===== src/rtl/svo_tmds_dec_if.sv =====
`timescale 1ns/1ps
// svo_tmds_dec_if
// Bundle of the signals between an IDES10-style deserializer and one
// TMDS receive decoder channel.
//   din     : raw 10-bit word from the deserializer, bit 0 = first serial bit
//   bitslip : one-cycle request for the deserializer to rotate by one bit
//   locked  : decoder word alignment is established
//   de      : decoded word was a data character
//   ctrl    : decoded control bits {C1,C0}, meaningful while de = 0
//   dout    : decoded pixel byte, meaningful while de = 1
// Modports: slave = decoder side, master = deserializer / consumer side.
interface svo_tmds_dec_if;
   logic [9:0] din;
   logic       bitslip;
   logic       locked;
   logic       de;
   logic [1:0] ctrl;
   logic [7:0] dout;

   modport slave  (input  din, output bitslip, output locked, output de, output ctrl, output dout);
   modport master (output din, input  bitslip, input  locked, input  de, input  ctrl, input  dout);
endinterface


===== src/rtl/svo_tmds_dec.sv =====
`timescale 1ns/1ps
// svo_tmds_dec
// Single-channel TMDS receive decoder. Finds word alignment by steering the
// deserializer bitslip until a run of control tokens is seen, then decodes
// each word into a pixel byte (de = 1) or control bits (de = 0).
// Ports:
//   clk    : pixel clock, all logic on the rising edge
//   resetn : asynchronous active-low reset (released synchronously upstream)
//   bus    : svo_tmds_dec_if.slave (din in; bitslip, locked, de, ctrl, dout out)
// Pipeline: din registered (stage 1), classify/decode registered to the
// outputs (stage 2); two clocks from din to de/ctrl/dout.
// Build option: define SVO_TMDS_DEC_BLANK_EN to force dout to 8'h00 while
// locked and de = 0; otherwise dout holds the last data byte through blanking.
module svo_tmds_dec #(
   parameter int unsigned MIN_CTRL_RUN  = 16,
   parameter int unsigned SEARCH_CYCLES = 2048,
   parameter int unsigned SLIP_WAIT     = 4,
   parameter int unsigned LOCK_TIMEOUT  = 4096
) (
   input  logic          clk,
   input  logic          resetn,
   svo_tmds_dec_if.slave bus
);

   localparam logic [9:0] TOK_C00 = 10'b1101010100;
   localparam logic [9:0] TOK_C01 = 10'b0010101011;
   localparam logic [9:0] TOK_C10 = 10'b0101010100;
   localparam logic [9:0] TOK_C11 = 10'b1010101011;

   localparam int unsigned RUN_W   = $clog2(MIN_CTRL_RUN + 1);
   localparam int unsigned TMR_MAX = (SEARCH_CYCLES > LOCK_TIMEOUT) ?
                                     ((SEARCH_CYCLES > SLIP_WAIT) ? SEARCH_CYCLES : SLIP_WAIT) :
                                     ((LOCK_TIMEOUT  > SLIP_WAIT) ? LOCK_TIMEOUT  : SLIP_WAIT);
   localparam int unsigned TMR_W   = $clog2(TMR_MAX + 1);

   localparam logic [RUN_W-1:0] RUN_SAT    = RUN_W'(MIN_CTRL_RUN);
   localparam logic [TMR_W-1:0] SEARCH_END = TMR_W'(SEARCH_CYCLES - 1);
   localparam logic [TMR_W-1:0] WAIT_END   = TMR_W'(SLIP_WAIT - 1);
   localparam logic [TMR_W-1:0] LOCK_END   = TMR_W'(LOCK_TIMEOUT - 1);

   typedef enum logic [1:0] {
      ST_SEARCH = 2'd0,
      ST_SLIP   = 2'd1,
      ST_WAIT   = 2'd2,
      ST_LOCKED = 2'd3
   } state_t;

   // Returns {is_token, ctrl}; ctrl is 2'b00 for data characters.
   function automatic logic [2:0] tok_decode(input logic [9:0] w);
      logic [2:0] r;
      case (w)
         TOK_C00: r = {1'b1, 2'b00};
         TOK_C01: r = {1'b1, 2'b01};
         TOK_C10: r = {1'b1, 2'b10};
         TOK_C11: r = {1'b1, 2'b11};
         default: r = {1'b0, 2'b00};
      endcase
      return r;
   endfunction

   // Undo the transmit-side inversion (bit 9) and XOR/XNOR chaining (bit 8).
   function automatic logic [7:0] data_decode(input logic [9:0] w);
      logic [7:0] t;
      logic [7:0] r;
      t    = w[9] ? ~w[7:0] : w[7:0];
      r    = 8'h00;
      r[0] = t[0];
      for (int i = 1; i < 8; i++) begin
         r[i] = w[8] ? (t[i] ^ t[i-1]) : ~(t[i] ^ t[i-1]);
      end
      return r;
   endfunction

   logic [9:0]       din_q,      din_d;
   logic             prev_tok_q, prev_tok_d;
   logic [RUN_W-1:0] run_q,      run_d;
   logic [TMR_W-1:0] timer_q,    timer_d;
   state_t           state_q,    state_d;
   logic             bitslip_q,  bitslip_d;
   logic             locked_q,   locked_d;
   logic             de_q,       de_d;
   logic [1:0]       ctrl_q,     ctrl_d;
   logic [7:0]       dout_q,     dout_d;

   logic             s1_tok;
   logic [1:0]       s1_ctrl;
   logic [7:0]       s1_data;

   // Stage-1 classification of the registered input word.
   always_comb begin
      {s1_tok, s1_ctrl} = tok_decode(din_q);
      s1_data           = data_decode(din_q);
      din_d             = bus.din;
      prev_tok_d        = s1_tok;
   end

   // Saturating count of consecutive tokens; held at zero while the
   // deserializer settles after a slip.
   always_comb begin
      run_d = run_q;
      if ((state_q == ST_SLIP) || (state_q == ST_WAIT)) begin
         run_d = {RUN_W{1'b0}};
      end else if (s1_tok) begin
         run_d = (run_q == RUN_SAT) ? run_q : (run_q + RUN_W'(1));
      end else begin
         run_d = {RUN_W{1'b0}};
      end
   end

   // Alignment FSM: one shared timer serves search, settle and lock watchdog.
   always_comb begin
      state_d = state_q;
      timer_d = timer_q;
      case (state_q)
         ST_SEARCH: begin
            // Reaching the run threshold wins over a simultaneous timeout.
            if (run_d == RUN_SAT) begin
               state_d = ST_LOCKED;
               timer_d = {TMR_W{1'b0}};
            end else if (timer_q == SEARCH_END) begin
               state_d = ST_SLIP;
               timer_d = {TMR_W{1'b0}};
            end else begin
               timer_d = timer_q + TMR_W'(1);
            end
         end
         ST_SLIP: begin
            state_d = ST_WAIT;
            timer_d = {TMR_W{1'b0}};
         end
         ST_WAIT: begin
            if (timer_q == WAIT_END) begin
               state_d = ST_SEARCH;
               timer_d = {TMR_W{1'b0}};
            end else begin
               timer_d = timer_q + TMR_W'(1);
            end
         end
         ST_LOCKED: begin
            // Two back-to-back tokens prove blanking is still decoding cleanly.
            if (s1_tok && prev_tok_q) begin
               timer_d = {TMR_W{1'b0}};
            end else if (timer_q == LOCK_END) begin
               state_d = ST_SEARCH;
               timer_d = {TMR_W{1'b0}};
            end else begin
               timer_d = timer_q + TMR_W'(1);
            end
         end
         default: begin
            state_d = ST_SEARCH;
            timer_d = {TMR_W{1'b0}};
         end
      endcase
   end

   // Stage-2 output decode and gating; bitslip is aligned with the SLIP state.
   always_comb begin
      bitslip_d = (state_d == ST_SLIP);
      locked_d  = (state_q == ST_LOCKED);
      de_d      = 1'b0;
      ctrl_d    = ctrl_q;
      dout_d    = dout_q;
      if (state_q == ST_LOCKED) begin
         if (s1_tok) begin
            de_d   = 1'b0;
            ctrl_d = s1_ctrl;
`ifdef SVO_TMDS_DEC_BLANK_EN
            dout_d = 8'h00;
`else
            dout_d = dout_q;
`endif
         end else begin
            de_d   = 1'b1;
            ctrl_d = ctrl_q;
            dout_d = s1_data;
         end
      end else begin
         de_d   = 1'b0;
         ctrl_d = 2'b00;
         dout_d = 8'h00;
      end
   end

   // All state and output registers.
   always_ff @(posedge clk or negedge resetn) begin
      if (!resetn) begin
         din_q      <= 10'h000;
         prev_tok_q <= 1'b0;
         run_q      <= {RUN_W{1'b0}};
         timer_q    <= {TMR_W{1'b0}};
         state_q    <= ST_SEARCH;
         bitslip_q  <= 1'b0;
         locked_q   <= 1'b0;
         de_q       <= 1'b0;
         ctrl_q     <= 2'b00;
         dout_q     <= 8'h00;
      end else begin
         din_q      <= din_d;
         prev_tok_q <= prev_tok_d;
         run_q      <= run_d;
         timer_q    <= timer_d;
         state_q    <= state_d;
         bitslip_q  <= bitslip_d;
         locked_q   <= locked_d;
         de_q       <= de_d;
         ctrl_q     <= ctrl_d;
         dout_q     <= dout_d;
      end
   end

   assign bus.bitslip = bitslip_q;
   assign bus.locked  = locked_q;
   assign bus.de      = de_q;
   assign bus.ctrl    = ctrl_q;
   assign bus.dout    = dout_q;

endmodule


===== src/flat_wrapper.sv =====
// flat-port wrapper written by rule: the top's interface ports become plain ports
module svo_tmds_dec_flat 
#(
   parameter int unsigned MIN_CTRL_RUN  = 16,
   parameter int unsigned SEARCH_CYCLES = 2048,
   parameter int unsigned SLIP_WAIT     = 4,
   parameter int unsigned LOCK_TIMEOUT  = 4096
)
  (clk, resetn, bus_din, bus_bitslip, bus_locked, bus_de, bus_ctrl, bus_dout);
  svo_tmds_dec_if bus_i ();
  input  logic clk;
  input  logic resetn;
  input wire logic [$bits(bus_i.din)-1:0] bus_din;
  output wire logic [$bits(bus_i.bitslip)-1:0] bus_bitslip;
  output wire logic [$bits(bus_i.locked)-1:0] bus_locked;
  output wire logic [$bits(bus_i.de)-1:0] bus_de;
  output wire logic [$bits(bus_i.ctrl)-1:0] bus_ctrl;
  output wire logic [$bits(bus_i.dout)-1:0] bus_dout;
  assign bus_i.din = bus_din;
  assign bus_bitslip = bus_i.bitslip;
  assign bus_locked = bus_i.locked;
  assign bus_de = bus_i.de;
  assign bus_ctrl = bus_i.ctrl;
  assign bus_dout = bus_i.dout;
  svo_tmds_dec #(.MIN_CTRL_RUN(MIN_CTRL_RUN), .SEARCH_CYCLES(SEARCH_CYCLES), .SLIP_WAIT(SLIP_WAIT), .LOCK_TIMEOUT(LOCK_TIMEOUT)) u_core (.clk(clk), .resetn(resetn), .bus(bus_i));
endmodule

===== config.mk =====
export PLATFORM = sky130hd
export DESIGN_NAME = svo_tmds_dec_flat
export DESIGN_NICKNAME = d
export VERILOG_FILES = /design/src/rtl/svo_tmds_dec_if.sv /design/src/rtl/svo_tmds_dec.sv /design/src/flat_wrapper.sv
export SDC_FILE = /design/constraint.sdc
export NUM_CORES = 1
export LEC_CHECK = 0
export ABC_AREA = 1
export BUFFER_PORTS_ARGS = -buffer_cell sky130_fd_sc_hd__buf_4
export CAP_MARGIN = 20
export CORE_AREA = 2 2 75 77
export DETAILED_ROUTE_END_ITERATION = 8
export DIE_AREA = 0 0 77 79
export HOLD_SLACK_MARGIN = 0.02
export SETUP_SLACK_MARGIN = 0.2
export SLEW_MARGIN = 20
export SYNTH_ARGS = -nofsm -noshare
export SYNTH_HDL_FRONTEND = slang
export SYNTH_SLANG_ARGS = --single-unit

===== constraint.sdc =====
create_clock -name clk -period 5.1 [get_ports clk]
set_clock_uncertainty 0.2 [all_clocks]
set_input_delay 0.51 -clock clk [delete_from_list [all_inputs] [get_ports clk]]
set_output_delay 0.51 -clock clk [all_outputs]
set_load 0.005 [all_outputs]

Yosys cells after proc, flatten, opt, wreduce, memory -nomap -nowiden
Index checks and enable logic that the tools add are counted.
{"block": "classes", "n_addsub": 2, "eq_ne": 15, "mux": 30, "bitwise": 15, "reduce_logical": 3}
{"op": "$mux W13", "count": 5}
{"op": "$pmux W13 S4", "count": 1}
{"op": "$mux W8", "count": 3}
{"op": "$eq A10 B10 Y1 const B", "count": 2}
{"op": "$mux W5", "count": 3}
{"op": "$mux W2", "count": 7}
{"op": "$add A13 B1 Y13 const B", "count": 1}
{"op": "$eq A13 B11 Y1 const B", "count": 1}
{"op": "$eq A13 B12 Y1 const B", "count": 1}
{"op": "$eq A13 B2 Y1 const B", "count": 1}
{"op": "$pmux W3 S4", "count": 1}
{"op": "$eq A10 B8 Y1 const B", "count": 1}
{"op": "$eq A10 B9 Y1 const B", "count": 1}
{"op": "$eq A5 B5 Y1 const B", "count": 2}
{"op": "$mux W1", "count": 9}
{"op": "$not A8 Y8", "count": 1}
{"op": "$pmux W2 S4", "count": 1}
{"op": "$not A1 Y1", "count": 7}
{"op": "$xor A1 B1 Y1", "count": 7}
{"op": "$add A5 B1 Y5 const B", "count": 1}
{"op": "$eq A2 B1 Y1 const B", "count": 2}
{"op": "$eq A2 B2 Y1 const B", "count": 2}
{"op": "$logic_not A2 Y1", "count": 1}
{"op": "$ne A2 B1 Y1 const B", "count": 1}
{"op": "other kinds (3)", "count": 3}
{"block": "totals", "ff_bits": 44, "inputBits": 12, "wordCells": 75}

Depth between registers and ports, before layout
Gate-level depths: netlist of the first run.
{"block": "depth", "ltp_word": 8, "ltp_mapped": 15}

Worst setup path after synthesis of the first run
Ideal clock, no wire load.
{"block": "synth_path", "kind": "reg-to-reg", "startpoint": "register u_core.timer_q[0]", "endpoint": "register u_core.timer_q[10]", "arrival_time_ns": 1.572, "required_time_ns": 4.778, "setup_slack_ns": 3.206, "stages_incl_launch_ff": 11, "path_buffers": 1, "period_less_slack_ns": 1.894, "path_cell_list": "dfrtp_1 > ha_1 > inv_1 > or2_2 > nor2_1 > nand4_1 > o21ai_0 > nand3_1 > buf_2 > o211ai_1 > nor2_2"}
{"block": "synth_via", "elab_chain_cells": 4, "elab_cells_between_ends": 10, "cone_classes": "1 x add/sub; 3 x eq/ne; 6 x mux"}
{"item": "start: declaration", "line": "svo_tmds_dec.sv:77", "text": "logic [TMR_W-1:0] timer_q, timer_d;"}
{"item": "start signal: assignment", "line": "svo_tmds_dec.sv:191", "text": "timer_q <= {TMR_W{1'b0}};"}
{"item": "start signal: assignment", "line": "svo_tmds_dec.sv:202", "text": "timer_q <= timer_d;"}
{"item": "$add A13 B1 Y13, or another cell as far along", "line": "svo_tmds_dec.sv:124, svo_tmds_dec.sv:136, svo_tmds_dec.sv:147"}
{"item": "$mux W13, on equally long branches", "line": "svo_tmds_dec.sv:143, svo_tmds_dec.sv:120"}
{"item": "$mux W13, on equally long branches", "line": "svo_tmds_dec.sv:141, svo_tmds_dec.sv:117"}
{"item": "$pmux W13 S4 (*)", "line": "svo_tmds_dec.sv:114", "text": "case (state_q)"}
{"item": "via u_core.timer_d[10]", "line": "svo_tmds_dec.sv:77"}
Mark *: on every way through the listed nets, which the timed path passes. The rest lies on a longest branch.
A chain may end at the register's enable or synchronous reset.

Worst setup path in the final report of the first run
{"block": "layout_path", "startpoint": "register u_core.timer_q[0]", "endpoint": "register u_core.timer_q[0]"}
The elaborated chain is that of the path after synthesis.

==> results.yml, run 1 <==
worst_hold_path:
  hold_class: "input pin to flop"
  whs_path_depth: 1
  hp-start: "bus_din[7]"
  min_to: "u_core.din_q[7]$_DFF_PN0_"
yosys:
  synth.cell_area_um2: 2290
  yosysWarnings: 0
  syn-num-nets: 297
  ys_types: 27
  yosysTopAreaCell: "dfrtp_1"
  ys_ff_latch: 44
  postSynthCellCount: 278
  syn_area_per_cell_um2: 8.23
  synth-seq-area-share: 0.481
  synth_top_area_share: 0.481
  synth.area.top_cells: "dfrtp_1 (48%), nand2_1 (10%), nand3_1 (7.2%)"
cts:
  tritoncts: "done"
  cts_buffer_depth: 2
  cts.sinks: 44
  htree_levels: 2
  root_buffer: "clkbuf_8"
  worst_skew_pair.late_latency_ns: 0.29
  numCtsBuffers: 5
  clkTransAtPathRegs_ns: 0.08
drt:
  drc: 0
  routed_wl_mm: 4.14
  wl_per_cell_um: 10.9
  vias: 1764
  detail-route-antenna-nets: 0
  via_per_inst: 4.67
  dr.pass1.iters: 4
  drt-initial-drc-count: 75
power:
  max-vdd-ir-drop_mv: 0.165
  power_density_nw_per_um2: 253
  p_leak_nw: 1.43
  power.total_uw: 674
setup_path:
  crit_path_max_incr_delay_ns: 0.37
  reg2reg_to: "u_core.timer_q[0]$_DFF_PN0_"
  r2r-start: "u_core.timer_q[0]$_DFF_PN0_"
  critPathSlowestCell: "dfrtp_1"
  end_kind: "flop"
  critPathKind: "flop to flop"
  crit_buf_inv: 2
  cp_data_arrival_time_ns: 2.26
  path_max_fanout: 11
  crit_family: "simple AND/OR/NAND/NOR gates"
  cp-start-kind: "flop"
  regToRegSetupSlack_ns: 2.82
  crit_chain: "ha_1, inv_1, or2_2, nor2_1, nand4_1, o21ai_0, nand3_1, inv_1, or2_1, nor2_1"
  crit_required_ns: 5.08
  r2r_cells: 10
die:
  start_util: 0.429
  die_w_um: 77
  dieHeight_um: 79
  rows: 27
  fp.dieArea_um2: 6080
  ioPinCount: 25
  core_um2: 5340
timing:
  rsz0062_at_grt: "false"
  timing.setup.tns_ns: 0
  finalHoldViolations: 0
  clock.fmax_mhz: 438
  fin_crit_ns: 2.28
  final_max_slew_viol_count: 0
  tightestPinTransition_ns: 0.595
  max_slew_margin: 0.599
  fin_crit_sh: 0.448
  hold-worst-slack_ns: 0.121
  setup_viol: 0
global_route:
  grt_pass1_wl_mm: 7.36
  antenna_found_initial: 0
  grt_overflow: 0
  grt_pass1_vias: 1714
  grt_max_degree: 45
  grt.total_usage: 0.151
layout:
  fin_cells: 378
  areaGrowthSynthToFinish_pct: 16.2
  drive_gt1_frac: 0.180
  final_nets: 324
  seqCellArea_um2: 1100
  nFillCells: 564
  multi_input_area_um2: 986
  n_antenna_cell: 0
place:
  gp_congestion: 0.918
  dp.cells: 369
  hpwl_mm: 3.06
  portBuffers: 24
run_status:
  status: "finished clean"
run:
  cap_violations: 0
## kinds of logic (layout without fill, tap and decap cells)
logic type,Yosys count,in the layout,synth area share
compound gates,15,15,0.0437
xor+xnor,13,13,0.0498
fa+ha+maj,7,7,0.0383
buf+inv,49,77,0.0880
flops,44,44,0.481
simple gates,150,150,0.299
## worst max path at each step
stage                                    to                        start  cells after the start  slack [ns]
2_1_floorplan  u_core.timer_q[10]$_DFF_PN0_  u_core.timer_q[0]$_DFF_PN0_                     10        3.21
3_3_place_gp    u_core.timer_q[0]$_DFF_PN0_  u_core.timer_q[0]$_DFF_PN0_                     10        2.85
3_5_place_dp    u_core.timer_q[0]$_DFF_PN0_  u_core.timer_q[0]$_DFF_PN0_                     10        2.83
5_1_grt         u_core.timer_q[0]$_DFF_PN0_  u_core.timer_q[0]$_DFF_PN0_                     10        2.62
6_report        u_core.timer_q[0]$_DFF_PN0_  u_core.timer_q[0]$_DFF_PN0_                     10        2.82
4_1_cts         u_core.timer_q[0]$_DFF_PN0_  u_core.timer_q[0]$_DFF_PN0_                     10        2.79
## per-layer routing
metal,global-route usage,part of all wire
met1,0.188,0.47
met2,0.260,0.48
met3,0.0341,0.036
met4,0.0536,0.013
met5,0,0
## metrics by stage
step	area, um2	util	setup WS [ns]
6_report	2660	0.498	2.82
5_1_grt	2660	0.498	2.62
4_1_cts	2660	0.498	2.79
3_5_place_dp	2520	0.473	2.83
3_3_place_gp	2520	0.473	2.85
2_1_floorplan	2290	-	3.21
## synthesized netlist by cell type
library cell  count
a21o_1            1
a21oi_1           2
a31oi_1           1
buf_2             2
buf_6             2
clkbuf_1          1
dfrtp_1          44
ha_1              7
inv_1            41
inv_2             3
nand2_1          64
nand2_2           3
nand2_4           1
nand3_1          33
nand4_1           8
nor2_1           23
nor2_2           13
nor4_1            1
o211ai_1          2
o21ai_0           5
o21ai_1           1
o31ai_1           2
o41ai_2           1
or2_1             2
or2_2             2
xnor2_1           1
xor2_1           12
## final cells by class
cell class | instances | area share
multi-input cells | 185 | 0.371
inverters | 44 | 0.0621
clock buffers | 7 | 0.0362
flip-flops and latches | 44 | 0.414
repair buffers | 25 | 0.0715
well taps | 72 | 0.0339
clock inverters | 1 | 0.0113
## cell usage in the layout (no fill, tap or decap), drive strengths merged
cell type | Yosys | layout
nand2 | 68 | 68
dfrtp | 44 | 44
inv | 44 | 44
nor2 | 36 | 36
nand3 | 33 | 33
buf | 4 | 24
xor2 | 12 | 12
nand4 | 8 | 8
ha | 7 | 7
clkbuf | 1 | 7
o21ai | 6 | 6
or2 | 4 | 4
a21oi | 2 | 2
o31ai | 2 | 2
o211ai | 2 | 2
o41ai | 1 | 1
xnor2 | 1 | 1
nor4 | 1 | 1
a21o | 1 | 1
a31oi | 1 | 1
bufinv | 0 | 1
dlygate4sd3 | 0 | 1
## flip-flops by register name (all words and copies together), names as in the netlist
register / cells
u_core.bus.de: 1
u_core.prev_tok_q: 1
u_core.state_q: 2
u_core.run_q: 5
u_core.bus.bitslip: 1
u_core.timer_q: 13
u_core.din_q: 10
u_core.bus.locked: 1
u_core.bus.ctrl: 2
u_core.bus.dout: 8
## worst register-to-register path: stages (launching register included)
cell and delay, ns:
dfrtp_1 0.37, ha_1 0.17, inv_1 0.05, or2_2 0.28
nor2_1 0.09, nand4_1 0.07, o21ai_0 0.22, nand3_1 0.37
inv_1 0.20, or2_1 0.12, nor2_1 0.03
## report_power, final
part | internal [mW] | switching, mW
clock | 0.173 | 0.115
combinational | 0.0122 | 0.0162
sequential | 0.353 | 0.00466
## what timing repair did
action	CTS	global route
endpoints found under the hold margin	10	0
hold buffers	1	0
endpoints found under the setup margin	0	0
setup buffers	0	0
gates resized for setup	0	0
(Power assumes the default switching activity.)
==> run 2: changes to the inputs <==
--- a/config.mk
+++ b/config.mk
@@ -5,12 +5,12 @@
 export SDC_FILE = /design/constraint.sdc
 export NUM_CORES = 1
 export LEC_CHECK = 0
-export ABC_AREA = 1
+export ABC_AREA = 0
 export BUFFER_PORTS_ARGS = -buffer_cell sky130_fd_sc_hd__buf_4
 export CAP_MARGIN = 20
-export CORE_AREA = 2 2 75 77
+export CORE_AREA = 2 2 74 76
 export DETAILED_ROUTE_END_ITERATION = 8
-export DIE_AREA = 0 0 77 79
+export DIE_AREA = 0 0 76 78
 export HOLD_SLACK_MARGIN = 0.02
 export SETUP_SLACK_MARGIN = 0.2
 export SLEW_MARGIN = 20
==> constraint.sdc (replaced) <==
create_clock -name clk -period 1.9 [get_ports clk]
set_clock_uncertainty 0.2 [all_clocks]
set_input_delay 0.19 -clock clk [delete_from_list [all_inputs] [get_ports clk]]
set_output_delay 0.19 -clock clk [all_outputs]
set_load 0.005 [all_outputs]
==> results.yml, run 2 <==
setup_path:
  crit_chain: "inv_2, ha_4, and4bb_2, or3_4, a22oi_2, a31oi_4, mux2i_4, buf_12, nor2_1"
  crit_family: "simple AND/OR/NAND/NOR gates"
  cp-start-kind: "flop"
  crit_buf_inv: 2
  crit_path_max_incr_delay_ns: 0.36
  cp_data_arrival_time_ns: 2.14
  path_max_fanout: 13
  r2r-start: "u_core.run_q[1]$_DFF_PN0_"
  critPathSlowestCell: "dfrtp_1"
  crit_required_ns: 1.90
  path_depth: 9
  reg2reg_to: "u_core.timer_q[4]$_DFF_PN0_"
  end_kind: "flop"
  critPathKind: "flop to flop"
  regToRegSetupSlack_ns: -0.24
  r2r_cells: 9
die:
  dieHeight_um: 78
  ioPinCount: 25
  start_util: 0.444
  fp.dieArea_um2: 5930
  rows: 26
  die_w_um: 76
  core_um2: 5040
timing:
  rsz0062_at_grt: "true"
  finalHoldViolations: 0
  max_slew_margin: 0.631
  clock.fmax_mhz: 467
  fin_crit_ns: 2.14
  tightestPinTransition_ns: 0.554
  timing.setup.tns_ns: -3.90
  fin_crit_sh: 1.13
  finalWorstSetupSlack_ns: -0.243
  final_max_slew_viol_count: 0
  setup_viol: 26
yosys:
  synthTopCellsByCount: "dfrtp_1 (44), nor2_1 (28), xnor2_1 (18)"
  yosysTopAreaCell: "dfrtp_1"
  async_flop_share: 1.00
  yosysWarnings: 0
  synth_edf_count: 0
  synth.area.top_cells: "dfrtp_1 (49%), xnor2_1 (7.0%), nor2_1 (4.7%)"
  synth.cell_area_um2: 2240
  ys_types: 49
  yosys.cell_count.top_type: "dfrtp_1"
  syn-num-nets: 230
  synthFlopType: "dfrtp_1"
  syn_area_per_cell_um2: 10.6
  ys_ff_latch: 44
  postSynthCellCount: 211
  synth_top_area_share: 0.492
  synth-seq-area-share: 0.492
cts:
  tritoncts: "done"
  worst_skew_pair.late_latency_ns: 0.30
  cts.sinks: 44
  cts_buffer_depth: 2
  htree_levels: 2
  clkTransAtPathRegs_ns: 0.08
  numCtsBuffers: 5
  root_buffer: "clkbuf_8"
run_status:
  status: "finished, violations left"
  violations: "setup timing"
drt:
  detail-route-antenna-nets: 0
  drc: 0
  wl_per_cell_um: 13.4
  highest_layer: "met4"
  drt-initial-drc-count: 39
  via_per_inst: 4.79
  met1Wirelength_mm: 1.99
  wl_met2_mm: 2.76
  routed_wl_mm: 5.00
  vias: 1793
  dr.pass1.iters: 4
  wl_met3_um: 152
power:
  p_leak_nw: 1.56
  max-vdd-ir-drop_mv: 0.472
  power_density_nw_per_um2: 579
global_route:
  grt.total_usage: 0.181
  grt_pass1_vias: 1819
  grt_overflow: 0
  antenna_found_initial: 0
  grt_pass1_wl_mm: 8.36
  grt_max_degree: 45
layout:
  areaGrowthSynthToFinish_pct: 53.1
  largest-register: "u_core.timer_q"
  drive_gt1_frac: 0.484
  nFillCells: 401
  final_nets: 323
  final_util: 0.680
  final_common_cell: "buf_4"
  fin_cells: 374
  n_antenna_cell: 0
  largest_reg_flops: 13
  most-common-layout-cells: "buf_4 (70), dfrtp_1 (42), nor2_1 (20)"
place:
  dp_slack_ns: -0.277
  hpwl_mm: 3.23
  dp.cells: 347
  gp_congestion: 0.795
  portBuffers: 24
run:
  cap_violations: 0
worst_hold_path:
  hold_class: "input pin to asynchronous set/reset pin"
run 2: timing repair:
action | 4_1_cts | 5_1_grt
hold buffers | 11 | 0
pin swaps | 13 | 20
setup buffers | 3 | 5
endpoints found under the setup margin | 31 | 32
resized for setup | 35 | 21
cloned | 1 | 0
hold endpoints to repair | 54 | 0
run 2: routing by layer:
layer / global-route usage / up-vias
met2: 0.342 / 25
li1: - / 907
met3: 0.0372 / 10
met1: 0.197 / 851
met5: 0 / -
met4: 0.0745 / 0
run 2: worst register-to-register path, stage by stage, from the launching register on:
cell	delay, ns
dfrtp_1	0.36
inv_2	0.06
ha_4	0.15
and4bb_2	0.23
or3_4	0.32
a22oi_2	0.20
a31oi_4	0.12
mux2i_4	0.17
buf_12	0.17
nor2_1	0.06
run 2: stage by stage:
stage | area (um2) | power [mW] | hold WS (ns)
finish | 3430 | 1.98 | 0.210
global route | 3430 | 2.06 | 0.277
CTS | 3310 | 1.98 | 0.232
detailed placement | 2860 | 1.10 | 0.0239
global placement | 2860 | 1.10 | 0.0212
floorplan | 2270 | 1.04 | -0.306
run 2: cell type report:
class / count / area (um2) / area share
Tap cell: 70 / 87.6 / 0.0255
Sequential cell: 44 / 1100 / 0.322
Timing Repair Buffer: 92 / 792 / 0.231
Multi-Input combinational cell: 153 / 1270 / 0.372
Clock inverter: 2 / 60.1 / 0.0175
Clock buffer: 5 / 68.8 / 0.0201
Inverter: 8 / 42.5 / 0.0124
run 2: cell families (layout without fill, tap and decap cells):
kind of cell,count (synthesis),in the layout,share of synthesized area
muxes,2,2,0.0145
buffers and inverters,14,107,0.0374
AOI/OAI and AO/OA,29,29,0.0888
adders and majority gates,7,7,0.0391
and+or+nand+nor,87,87,0.219
xor gates and xnor gates,28,28,0.109
DFF,44,44,0.492
run 2: how the worst max path moves through the flow:
| stage | to | startpoint | slack (ns) |
|---|---|---|---|
| floorplan | u_core.timer_q[10]$_DFF_PN0_ | u_core.run_q[0]$_DFF_PN0_ | -0.31 |
| global placement | u_core.timer_q[5]$_DFF_PN0_ | u_core.din_q[4]$_DFF_PN0_ | -0.25 |
| detailed placement | u_core.timer_q[9]$_DFF_PN0_ | u_core.din_q[4]$_DFF_PN0_ | -0.28 |
| CTS | u_core.timer_q[4]$_DFF_PN0_ | u_core.run_q[1]$_DFF_PN0_ | -0.24 |
| global route | u_core.timer_q[5]$_DFF_PN0_ | u_core.run_q[0]$_DFF_PN0_ | -0.34 |
| finish | u_core.timer_q[4]$_DFF_PN0_ | u_core.run_q[1]$_DFF_PN0_ | -0.24 |
run 2: report_power, final:
part,switching [mW],leakage (nW),internal (mW)
Sequential,0.0103,0.575,0.947
Combinational,0.0822,0.920,0.103
Clock,0.324,0.0642,0.517
Total,0.417,1.56,1.57
==> run 3: changes to the inputs <==
--- a/config.mk
+++ b/config.mk
@@ -6,11 +6,11 @@
 export NUM_CORES = 1
 export LEC_CHECK = 0
 export ABC_AREA = 0
-export BUFFER_PORTS_ARGS = -buffer_cell sky130_fd_sc_hd__buf_4
 export CAP_MARGIN = 20
 export CORE_AREA = 2 2 74 76
 export DETAILED_ROUTE_END_ITERATION = 8
 export DIE_AREA = 0 0 76 78
+export DONT_BUFFER_PORTS = 1
 export HOLD_SLACK_MARGIN = 0.02
 export SETUP_SLACK_MARGIN = 0.2
 export SLEW_MARGIN = 20
==> results.yml, run 3 (synthesis gave the netlist of run 2 again) <==
die:
  core_um2: 5040
  fp.dieArea_um2: 5930
  dieHeight_um: 78
  die_w_um: 76
  ioPinCount: 25
  start_util: 0.444
  rows: 26
layout:
  final_nets: 296
  most-common-layout-cells: "buf_4 (44), dfrtp_1 (42), nor2_1 (19)"
  largest_reg_flops: 13
  final_common_cell: "buf_4"
  drive_gt1_frac: 0.442
  largest-register: "u_core.timer_q"
  areaGrowthSynthToFinish_pct: 42.7
  n_antenna_cell: 0
  final_util: 0.634
  postLayoutCellArea_um2: 3200
  nFillCells: 390
place:
  dp_slack_ns: -0.269
  gp_congestion: 0.818
  place_area_um2: 2660
  hpwl_mm: 3.11
  portBuffers: 0
setup_path:
  cp_data_arrival_time_ns: 2.15
  cp-start-kind: "flop"
  crit_buf_inv: 2
  crit_path_max_incr_delay_ns: 0.37
  crit_chain: "inv_2, ha_4, and4bb_2, or3_4, a22oi_2, a31oi_4, mux2i_4, buf_12, nor2_1"
  reg2reg_to: "u_core.timer_q[4]$_DFF_PN0_"
  crit_required_ns: 1.88
  r2r_cells: 9
  end_kind: "flop"
  path_depth: 9
  critPathSlowestCell: "dfrtp_1"
  crit_family: "simple AND/OR/NAND/NOR gates"
  regToRegSetupSlack_ns: -0.27
  path_max_fanout: 13
  r2r-start: "u_core.run_q[1]$_DFF_PN0_"
  critPathKind: "flop to flop"
timing:
  final_max_slew_viol_count: 0
  setup_viol: 25
  fin_crit_ns: 2.17
  clock.fmax_mhz: 460
  fin_crit_sh: 1.14
  hold-worst-slack_ns: 0.201
  tightestPinTransition_ns: 0.349
  finalHoldViolations: 0
  finalWorstSetupSlack_ns: -0.274
  rsz0062_at_grt: "true"
  max_slew_margin: 0.766
run:
  cap_violations: 0
cts:
  tritoncts: "done"
  clkTransAtPathRegs_ns: 0.09
  numCtsBuffers: 5
  root_buffer: "clkbuf_8"
  cts_buffer_depth: 2
  htree_levels: 2
  cts.sinks: 44
  worst_skew_pair.late_latency_ns: 0.29
global_route:
  antenna_found_initial: 0
  grt_overflow: 0
  grt_pass1_wl_mm: 7.76
  grt.total_usage: 0.167
  grt_max_degree: 45
  grt_pass1_vias: 1729
drt:
  routed_wl_mm: 4.67
  wl_per_cell_um: 13.4
  drc: 0
  detail-route-antenna-nets: 0
  vias: 1703
  dr.pass1.iters: 4
  via_per_inst: 4.89
  drt-initial-drc-count: 53
worst_hold_path:
  hold_class: "input pin to asynchronous set/reset pin"
run_status:
  violations: "setup timing"
  status: "finished, violations left"
power:
  max-vdd-ir-drop_mv: 0.509
  power.total_mw: 1.74
  power_density_nw_per_um2: 543
  p_leak_nw: 1.39
## run 3: cell types whose count changed in the layout (fill, tap and decap cells not counted), moves of 2 or more
cell,change
buf_4,-26
bufinv_16,-2
a21oi_1,-2
a21oi_2,+2
## run 3: how the worst max path moves through the flow
| stage | from | endpoint | slack (ns) |
|---|---|---|---|
| final | u_core.run_q[1]$_DFF_PN0_ | u_core.timer_q[4]$_DFF_PN0_ | -0.27 |
| after floorplan | u_core.run_q[0]$_DFF_PN0_ | u_core.timer_q[10]$_DFF_PN0_ | -0.31 |
| after global routing | u_core.run_q[0]$_DFF_PN0_ | u_core.timer_q[4]$_DFF_PN0_ | -0.35 |
| after CTS | u_core.run_q[1]$_DFF_PN0_ | u_core.timer_q[4]$_DFF_PN0_ | -0.27 |
| after detailed placement | u_core.run_q[0]$_DFF_PN0_ | u_core.timer_q[4]$_DFF_PN0_ | -0.27 |
| after global placement | u_core.run_q[0]$_DFF_PN0_ | u_core.timer_q[4]$_DFF_PN0_ | -0.23 |
## run 3: cell type report
cell class,count,area (um2),area share
Multi-Input combinational cell,153,1270,0.397
Sequential cell,44,1100,0.345
Timing Repair Buffer,65,598,0.187
Tap cell,70,87.6,0.0274
Clock buffer,7,86.3,0.0270
Inverter,8,42.5,0.0133
Clock inverter,1,7.51,0.00235
## run 3: repair_timing
item,CTS,global route
hold buffers,12,0
buffers inserted,6,1
setup endpoints to repair,31,32
hold endpoints to repair,54,0
gates cloned,1,0
pin swaps,18,9
gates resized for setup,41,13
## run 3: through the flow
stage / std cells / TNS [ns]
detailed placement: 320 / -4.56
global route: 348 / -5.84
global placement: 320 / -3.76
CTS: 347 / -4.41
floorplan: 211 / -4.13
finish: 348 / -4.21
## run 3: where the power goes
group	total [mW]	leakage [nW]	switching [mW]	internal (mW)
sequential	0.957	0.575	0.0100	0.947
combinational	0.175	0.769	0.0805	0.0945
clock	0.605	0.0445	0.309	0.296
total	1.74	1.39	0.400	1.34
## run 3: per-layer routing
layer,wire length (um),global-route usage,up-vias
met2,2430,0.294,24
met3,122,0.0419,6
li1,-,-,858
met5,0,0,-
met1,2040,0.196,815
met4,74,0.0709,0
